`src/rtl/l9_pkg.sv`:
```
// Shared layer-9 definitions: address geometry, group stride, sequencer states.
package l9_pkg;

    localparam int L9_ADDR_W  = 10;
    localparam int L9_COORD_W = 4;
    localparam int L9_GRP_W   = 2;

    // Each channel group sits 8 rows further down the Y5 half of the address.
    localparam logic [4:0] L9_GRP_STRIDE = 5'd8;

    localparam int L9_NGRP2 = 2;
    localparam int L9_NGRP4 = 4;

    typedef enum logic [1:0] {
        IDLE  = 2'd0,
        RUN   = 2'd1,
        DRAIN = 2'd2,
        DONE  = 2'd3
    } l9_state_t;

endpackage

```
`src/rtl/bram1_wr_seq_l9_if.sv`:
```
// Pixel-in / BRAM1-write bus of the layer-9 write sequencer.
interface bram1_wr_seq_l9_if
    import l9_pkg::*;
#(
    parameter int DATA_W = 16
);

    logic                 start;
    logic                 mode4;
    logic                 in_valid;
    logic [DATA_W-1:0]    in_data;
    logic                 in_ready;
    logic                 bram1_we;
    logic [L9_ADDR_W-1:0] bram1_addr;
    logic [DATA_W-1:0]    bram1_din;
    logic                 busy;
    logic                 done;
    logic                 err;

    // Controller / PE-array side.
    modport master (
        output start, mode4, in_valid, in_data,
        input  in_ready, bram1_we, bram1_addr, bram1_din, busy, done, err
    );

    // Sequencer side.
    modport slave (
        input  start, mode4, in_valid, in_data,
        output in_ready, bram1_we, bram1_addr, bram1_din, busy, done, err
    );

endinterface

```
`src/rtl/bram1_wr_addr_l9.sv`:
```
// Combinational (x,y,g) -> BRAM1 address, mirror of the layer-9 read map.
module bram1_wr_addr_l9
    import l9_pkg::*;
(
    input  logic [L9_COORD_W-1:0] x,
    input  logic [L9_COORD_W-1:0] y,
    input  logic [L9_GRP_W-1:0]   g,
    output logic [L9_ADDR_W-1:0]  addr
);

    logic [4:0] x5;
    logic [4:0] y5;

    // Y5 = y + 8*g; with y <= 7 the 5-bit sum never carries.
    always_comb begin
        x5   = {1'b0, x};
        y5   = {1'b0, y} + (L9_GRP_STRIDE * {3'b000, g});
        addr = {x5, y5};
    end

endmodule

```
`src/rtl/bram1_wr_seq_l9.sv`:
```
// Layer-9 BRAM1 write sequencer: accepts pixels, walks y/x/group, writes BRAM1.
module bram1_wr_seq_l9
    import l9_pkg::*;
#(
    parameter int DATA_W = 16,
    parameter int DIM    = 8
)(
    input  logic             clk,
    input  logic             rst,
    bram1_wr_seq_l9_if.slave bus
);

    localparam logic [L9_COORD_W-1:0] LAST_C = L9_COORD_W'(DIM - 1);

    l9_state_t             state;
    logic [L9_COORD_W-1:0] x, y;
    logic [L9_GRP_W-1:0]   g;
    logic                  mode4_q;
    logic                  ready_q, busy_q, done_q, err_q;
    logic                  we_q;
    logic [L9_ADDR_W-1:0]  addr_q;
    logic [DATA_W-1:0]     din_q;

    logic                  accept;
    logic                  last_pix;
    logic [L9_GRP_W-1:0]   last_grp;
    logic [L9_ADDR_W-1:0]  cur_addr;

    bram1_wr_addr_l9 u_addr (
        .x    (x),
        .y    (y),
        .g    (g),
        .addr (cur_addr)
    );

    // Accept decode and last-pixel detection for the latched group count.
    always_comb begin
        accept   = bus.in_valid & ready_q;
        last_grp = mode4_q ? L9_GRP_W'(L9_NGRP4 - 1) : L9_GRP_W'(L9_NGRP2 - 1);
        last_pix = (x == LAST_C) && (y == LAST_C) && (g == last_grp);
    end

    // Frame FSM, coordinate counters and one-stage write register.
    // NOTE: all state here uses non-blocking assignments so every register samples
    // pre-edge values; blocking ones would make the order of statements matter.
    always_ff @(posedge clk) begin
        // NOTE: reset is synchronous, so it is tested inside the clocked block and
        // only takes effect on a rising edge.
        if (rst) begin
            state   <= IDLE;
            x       <= '0;
            y       <= '0;
            g       <= '0;
            mode4_q <= 1'b0;
            ready_q <= 1'b0;
            busy_q  <= 1'b0;
            done_q  <= 1'b0;
            err_q   <= 1'b0;
            we_q    <= 1'b0;
            addr_q  <= '0;
            din_q   <= '0;
        end else begin
            // NOTE: pulse outputs default low every cycle and are raised only by the
            // event that owns them, so a cycle without an accept never writes.
            we_q   <= 1'b0;
            done_q <= 1'b0;

            if (accept) begin
                we_q   <= 1'b1;
                addr_q <= cur_addr;
                din_q  <= bus.in_data;
            end

            case (state)
                IDLE: begin
                    if (bus.start) begin
                        state   <= RUN;
                        mode4_q <= bus.mode4;
                        x       <= '0;
                        y       <= '0;
                        g       <= '0;
                        err_q   <= 1'b0;
                        ready_q <= 1'b1;
                        busy_q  <= 1'b1;
                    end else if (bus.in_valid) begin
                        err_q <= 1'b1;
                    end
                end
                RUN: begin
                    if (accept) begin
                        if (last_pix) begin
                            state   <= DRAIN;
                            ready_q <= 1'b0;
                            x       <= '0;
                            y       <= '0;
                            g       <= '0;
                        end else if (y == LAST_C) begin
                            y <= '0;
                            if (x == LAST_C) begin
                                x <= '0;
                                g <= g + 1'b1;
                            end else begin
                                x <= x + 1'b1;
                            end
                        end else begin
                            y <= y + 1'b1;
                        end
                    end
                end
                DRAIN: begin
                    state  <= DONE;
                    busy_q <= 1'b0;
                    done_q <= 1'b1;
                end
                DONE: begin
                    state <= IDLE;
                end
                default: begin
                    state <= IDLE;
                end
            endcase
        end
    end

    assign bus.in_ready   = ready_q;
    assign bus.bram1_we   = we_q;
    assign bus.bram1_addr = addr_q;
    assign bus.bram1_din  = din_q;
    assign bus.busy       = busy_q;
    assign bus.done       = done_q;
    assign bus.err        = err_q;

endmodule

```
`src/flat_wrapper.sv`:
```
// flat-port wrapper written by rule: the top's interface ports become plain ports
module bram1_wr_seq_l9_flat import l9_pkg::*;
#(
    parameter int DATA_W = 16,
    parameter int DIM    = 8
)
  (clk, rst, bus_start, bus_mode4, bus_in_valid, bus_in_data, bus_in_ready, bus_bram1_we, bus_bram1_addr, bus_bram1_din, bus_busy, bus_done, bus_err);
  bram1_wr_seq_l9_if #(.DATA_W(DATA_W)) bus_i ();
  input  logic clk;
  input  logic rst;
  input wire logic [$bits(bus_i.start)-1:0] bus_start;
  input wire logic [$bits(bus_i.mode4)-1:0] bus_mode4;
  input wire logic [$bits(bus_i.in_valid)-1:0] bus_in_valid;
  input wire logic [$bits(bus_i.in_data)-1:0] bus_in_data;
  output wire logic [$bits(bus_i.in_ready)-1:0] bus_in_ready;
  output wire logic [$bits(bus_i.bram1_we)-1:0] bus_bram1_we;
  output wire logic [$bits(bus_i.bram1_addr)-1:0] bus_bram1_addr;
  output wire logic [$bits(bus_i.bram1_din)-1:0] bus_bram1_din;
  output wire logic [$bits(bus_i.busy)-1:0] bus_busy;
  output wire logic [$bits(bus_i.done)-1:0] bus_done;
  output wire logic [$bits(bus_i.err)-1:0] bus_err;
  assign bus_i.start = bus_start;
  assign bus_i.mode4 = bus_mode4;
  assign bus_i.in_valid = bus_in_valid;
  assign bus_i.in_data = bus_in_data;
  assign bus_in_ready = bus_i.in_ready;
  assign bus_bram1_we = bus_i.bram1_we;
  assign bus_bram1_addr = bus_i.bram1_addr;
  assign bus_bram1_din = bus_i.bram1_din;
  assign bus_busy = bus_i.busy;
  assign bus_done = bus_i.done;
  assign bus_err = bus_i.err;
  bram1_wr_seq_l9 #(.DATA_W(DATA_W), .DIM(DIM)) u_core (.clk(clk), .rst(rst), .bus(bus_i));
endmodule
```
`config.mk`:
```
export PLATFORM = sky130hd
export DESIGN_NAME = bram1_wr_seq_l9_flat
export DESIGN_NICKNAME = d
export VERILOG_FILES = /design/src/rtl/l9_pkg.sv /design/src/rtl/bram1_wr_seq_l9_if.sv /design/src/rtl/bram1_wr_addr_l9.sv /design/src/rtl/bram1_wr_seq_l9.sv /design/src/flat_wrapper.sv
export SDC_FILE = /design/constraint.sdc
export NUM_CORES = 1
export LEC_CHECK = 0
export CELL_PAD_IN_SITES_DETAIL_PLACEMENT = 2
export CELL_PAD_IN_SITES_GLOBAL_PLACEMENT = 2
export CORE_MARGIN = 1.5
export CORE_UTILIZATION = 27
export DETAILED_ROUTE_END_ITERATION = 12
export PLACE_DENSITY = 0.88
export SETUP_SLACK_MARGIN = 0.3
export SYNTH_ARGS = -nofsm -noshare
export SYNTH_HDL_FRONTEND = slang
export SYNTH_HIERARCHICAL = 1
export SYNTH_SLANG_ARGS = --single-unit
```
`constraint.sdc`:
```
create_clock -name clk -period 2.2 [get_ports clk]
set_clock_uncertainty 0.05 [all_clocks]
set_input_delay 0.33 -clock clk [delete_from_list [all_inputs] [get_ports clk]]
set_output_delay 0.33 -clock clk [all_outputs]
set_load 0.05 [all_outputs]
```
==> implementation parameters, run 1 <==
Parameter                              Value

Status
  Outcome    completed

Floorplanning
  Initial Util    0.282
  Row count    30
  Total Die Area    7690 sq um
  Top-Level Pins    52
  Core region area    6870 sq um
  Die outline height    87.7 microns
  Die X-Extent    87.7 microns

Placement
  Total half-perimeter wirelength after legalization and detailed placement    4.16 mm
  Gp weighted congestion    0.763
  Number of input and output port buffers inserted    51
  Post-placement setup slack    0.00192 ns

Clocking
  CTS Root Buffer Type    sky130_fd_sc_hd__clkbuf_8
  Maximum clock insertion buffer count    2
  CTS H-tree depth    2
  Total CTS buffers    5
  TritonCTS Sinks    44
  CTS tree    built
  Skew-Pair Late Insertion Delay    0.30 ns
  Clock-pin slew of the registers on the worst-case setup and hold paths    0.09 ns

Worst setup path
  Chain of cells forming the critical path    clkdlybuf4s50_1
  Cell family with most CP delay    buffers and inverters
  Number of gates on the worst path with buffers counted    1
  Worst reg2reg setup slack    0.36 ns
  Largest fanout of any net on the critical path    5
  Number of buffer and inverter stages on the critical path    1
  Depth of the worst register-to-register path    6
  Critical path's slowest cell    sky130_fd_sc_hd__clkdlybuf4s50_1
  Nature of the critical path endpoint    primary output
  Data required time at the worst endpoint    1.82 ns
  Stage delay of the slowest cell on the critical path    0.81 ns
  CP startpoint kind    register
  Reg2Reg Launch Point    u_core/state[0]
  Arrival time reported for the critical path endpoint    1.50 ns
  Worst setup path class    register to primary output
  R2r endpoint    u_core/x[2]

STA
  Number of max-slew violations in the final report    0
  Slew margin rel.    0.655
  Clock period minus final worst setup slack    1.88 ns
  Final worst-path cycle share    0.856
  Summed negative setup slack over all endpoints    0 ns
  Count of endpoints failing hold in the final timing report    0
  Actual slew at the worst max-slew pin    0.515 ns
  Post-route setup slack    0.317 ns
  Endpoints failing setup    0
  Unrepaired setup endpoints after global routing    true
  Fmax achieved    531 MHz

GRT
  Maximum number of pins on one net before global-route repair    28
  Via count of the first global-routing pass    1995
  Remaining Overflow, GRT    0
  Initial antenna violation count    0
  Overall routing resource usage    0.164
  First-pass GRT wire length    9.94 mm

Drt
  Per-cell via count in the routed design    4.77
  Number of nets with antenna violations after detailed routing    0
  Routed wire length    5.82 mm
  Via Count    1809
  Drc violations    0
  Initial DRC Count    39
  DRT Pass-1 Iters    4
  Avg WL per Cell    15.4 microns

Hold path
  Worst hold start    u_core/bus.bram1_addr[2]
  Number of cells on the worst hold path    2
  Hold crit path type    register to register
  Hold Path End    u_core/bus.bram1_addr[2]

Yosys
  Most instantiated cells after synthesis    58 x sky130_fd_sc_hd__nand2_1, 44 x sky130_fd_sc_hd__dfxtp_1, 35 x sky130_fd_sc_hd__a21oi_1, 9 x sky130_fd_sc_hd__buf_4, 9 x sky130_fd_sc_hd__nor2_1
  Seq/Total Area, Yosys    0.455
  Yosys reg bits    44
  Post-synthesis async set-or-reset flop share    0
  Number of enable flip-flop cells after synthesis    0
  Largest area contributor in the synthesized netlist    sky130_fd_sc_hd__dfxtp_1
  Number of instances in the synthesized netlist    233
  Unique cell type count in the Yosys netlist    43
  Number of warnings reported in the yosys synthesis log    6
  Top_reg_cell synth    sky130_fd_sc_hd__dfxtp_1
  Synth top area share    0.455
  Count leader, synth    sky130_fd_sc_hd__nand2_1
  Synthesized Nets    261
  Mean post-synth cell area    8.31 sq um
  Largest cells by area after synthesis    sky130_fd_sc_hd__dfxtp_1 46%, sky130_fd_sc_hd__nand2_1 11%, sky130_fd_sc_hd__a21oi_1 9.0%, sky130_fd_sc_hd__ha_1 4.5%, sky130_fd_sc_hd__buf_4 3.5%
  Combined area of all synthesized cells    1940 sq um

Power and ir drop
  Pwr per Cell Area    1050 nW/um^2
  IR drop worst, VDD    0.483 mV
  Leakage component of the power    0.000948 uW
  Final Power    2800 uW

Flow run
  Maximum capacitance violations    0

Final layout
  Fraction of final layout cells sized beyond drive strength 1    0.141
  Synthesis-to-finish area growth    37.2%
  Number of inserted filler cells in the final layout    784
  Nets@finish    310
  Count of inserted antenna diode cells    0
==> layout make-up <==
class	count	area, sq um	area share
multi-input cells	163	936	0.352
flip-flops and latches	44	888	0.334
repair buffers	63	599	0.226
well taps	96	120	0.0452
clock buffers	6	82.6	0.0311
inverters	5	20.0	0.00754
clock inverters	2	10.0	0.00377
==> kinds of logic (layout without fill, tap and decap cells) <==
family | Yosys count | in the layout | synth area share
DFF | 44 | 44 | 0.455
muxes | 2 | 2 | 0.0103
AOI/OAI and AO/OA | 56 | 56 | 0.172
buffers and inverters | 26 | 76 | 0.0834
xor gates and xnor gates | 2 | 2 | 0.00905
other | 1 | 1 | 0.00194
adders and majority gates | 7 | 7 | 0.0452
and+or+nand+nor | 95 | 95 | 0.223
==> cells in the final DEF, fill, tap and decap left out, types with 2 or more instances in the layout <==
master,count
sky130_fd_sc_hd__inv_1,2
sky130_fd_sc_hd__clkbuf_8,6
sky130_fd_sc_hd__a21oi_1,34
sky130_fd_sc_hd__nor2_1,9
sky130_fd_sc_hd__o211ai_1,2
sky130_fd_sc_hd__dfxtp_2,3
sky130_fd_sc_hd__nand3b_1,3
sky130_fd_sc_hd__o21ai_1,2
sky130_fd_sc_hd__nor2b_1,2
sky130_fd_sc_hd__clkdlybuf4s50_1,50
sky130_fd_sc_hd__clkinv_2,3
sky130_fd_sc_hd__and2_1,3
sky130_fd_sc_hd__ha_1,4
sky130_fd_sc_hd__nand3_1,7
sky130_fd_sc_hd__a211oi_1,2
sky130_fd_sc_hd__inv_2,2
sky130_fd_sc_hd__dfxtp_1,40
sky130_fd_sc_hd__buf_4,12
sky130_fd_sc_hd__nand2_1,58
sky130_fd_sc_hd__ha_2,2
sky130_fd_sc_hd__o21ai_0,4
==> per-stage QoR <==
| step | hold slack, ns | instance area, sq um | util | instances |
|---|---|---|---|---|
| floorplan | 0.380 | 1940 | - | 233 |
| global placement | 0.391 | 2500 | 0.364 | 369 |
| detailed placement | 0.406 | 2500 | 0.364 | 369 |
| CTS | 0.418 | 2620 | 0.381 | 379 |
| global route | 0.434 | 2660 | 0.387 | 379 |
| finish | 0.413 | 2660 | 0.387 | 379 |
==> per-layer routing <==
| layer | global-route usage | share of wire | up-vias | wire (microns) |
|---|---|---|---|---|
| met5 | 0 | 0 | - | 0 |
| met4 | 0.0548 | 0.0091 | 0 | 53 |
| li1 | - | - | 884 | - |
| met1 | 0.200 | 0.44 | 888 | 2560 |
| met2 | 0.291 | 0.52 | 32 | 3020 |
| met3 | 0.0311 | 0.031 | 5 | 181 |
==> state kept, by name (all words and copies together), names as in the netlist <==
| signal | flops |
|---|---|
| u_core/bus.bram1_addr | 10 |
| u_core/bus.err | 1 |
| u_core/bus.bram1_we | 1 |
| u_core/mode4_q | 1 |
| u_core/state | 2 |
| u_core/y | 4 |
| u_core/bus.in_ready | 1 |
| u_core/x | 4 |
| u_core/bus.busy | 1 |
| u_core/g | 2 |
| u_core/bus.done | 1 |
| u_core/bus.bram1_din | 16 |
==> worst max-delay path by stage <==
stage,from,end
3_3_place_gp,bus_in_valid,u_core/x[2]
3_5_place_dp,bus_in_valid,u_core/x[2]
6_report,u_core/bus.in_ready,bus_in_ready
4_1_cts,u_core/state[1],u_core/x[2]
2_1_floorplan,u_core/state[0],u_core/x[2]
5_1_grt,u_core/bus.in_ready,bus_in_ready
==> report_power, final <==
group          internal, uW  switching, uW  leakage [uW]
clock network           251            293     0.0000510
registers               901           76.5      0.000359
logic                   493            783      0.000538
==> repair_timing <==
item                                    CTS  global route
pin swaps                                 1             1
buffers inserted                          2             0
endpoints found under the setup margin   10             8
hold buffers                              0             0
resized for setup                         7            12
(Power assumes the default switching activity.)
==> run 2: changes to the inputs <==
--- a/config.mk
+++ b/config.mk
@@ -12,6 +12,7 @@
 export DETAILED_ROUTE_END_ITERATION = 12
 export PLACE_DENSITY = 0.88
 export SETUP_SLACK_MARGIN = 0.3
+export SLEW_MARGIN = 30
 export SYNTH_ARGS = -nofsm -noshare
 export SYNTH_HDL_FRONTEND = slang
 export SYNTH_HIERARCHICAL = 1
==> results of run 2 <==
No change in the layout: final DEF, timing and power equal those of run 1.
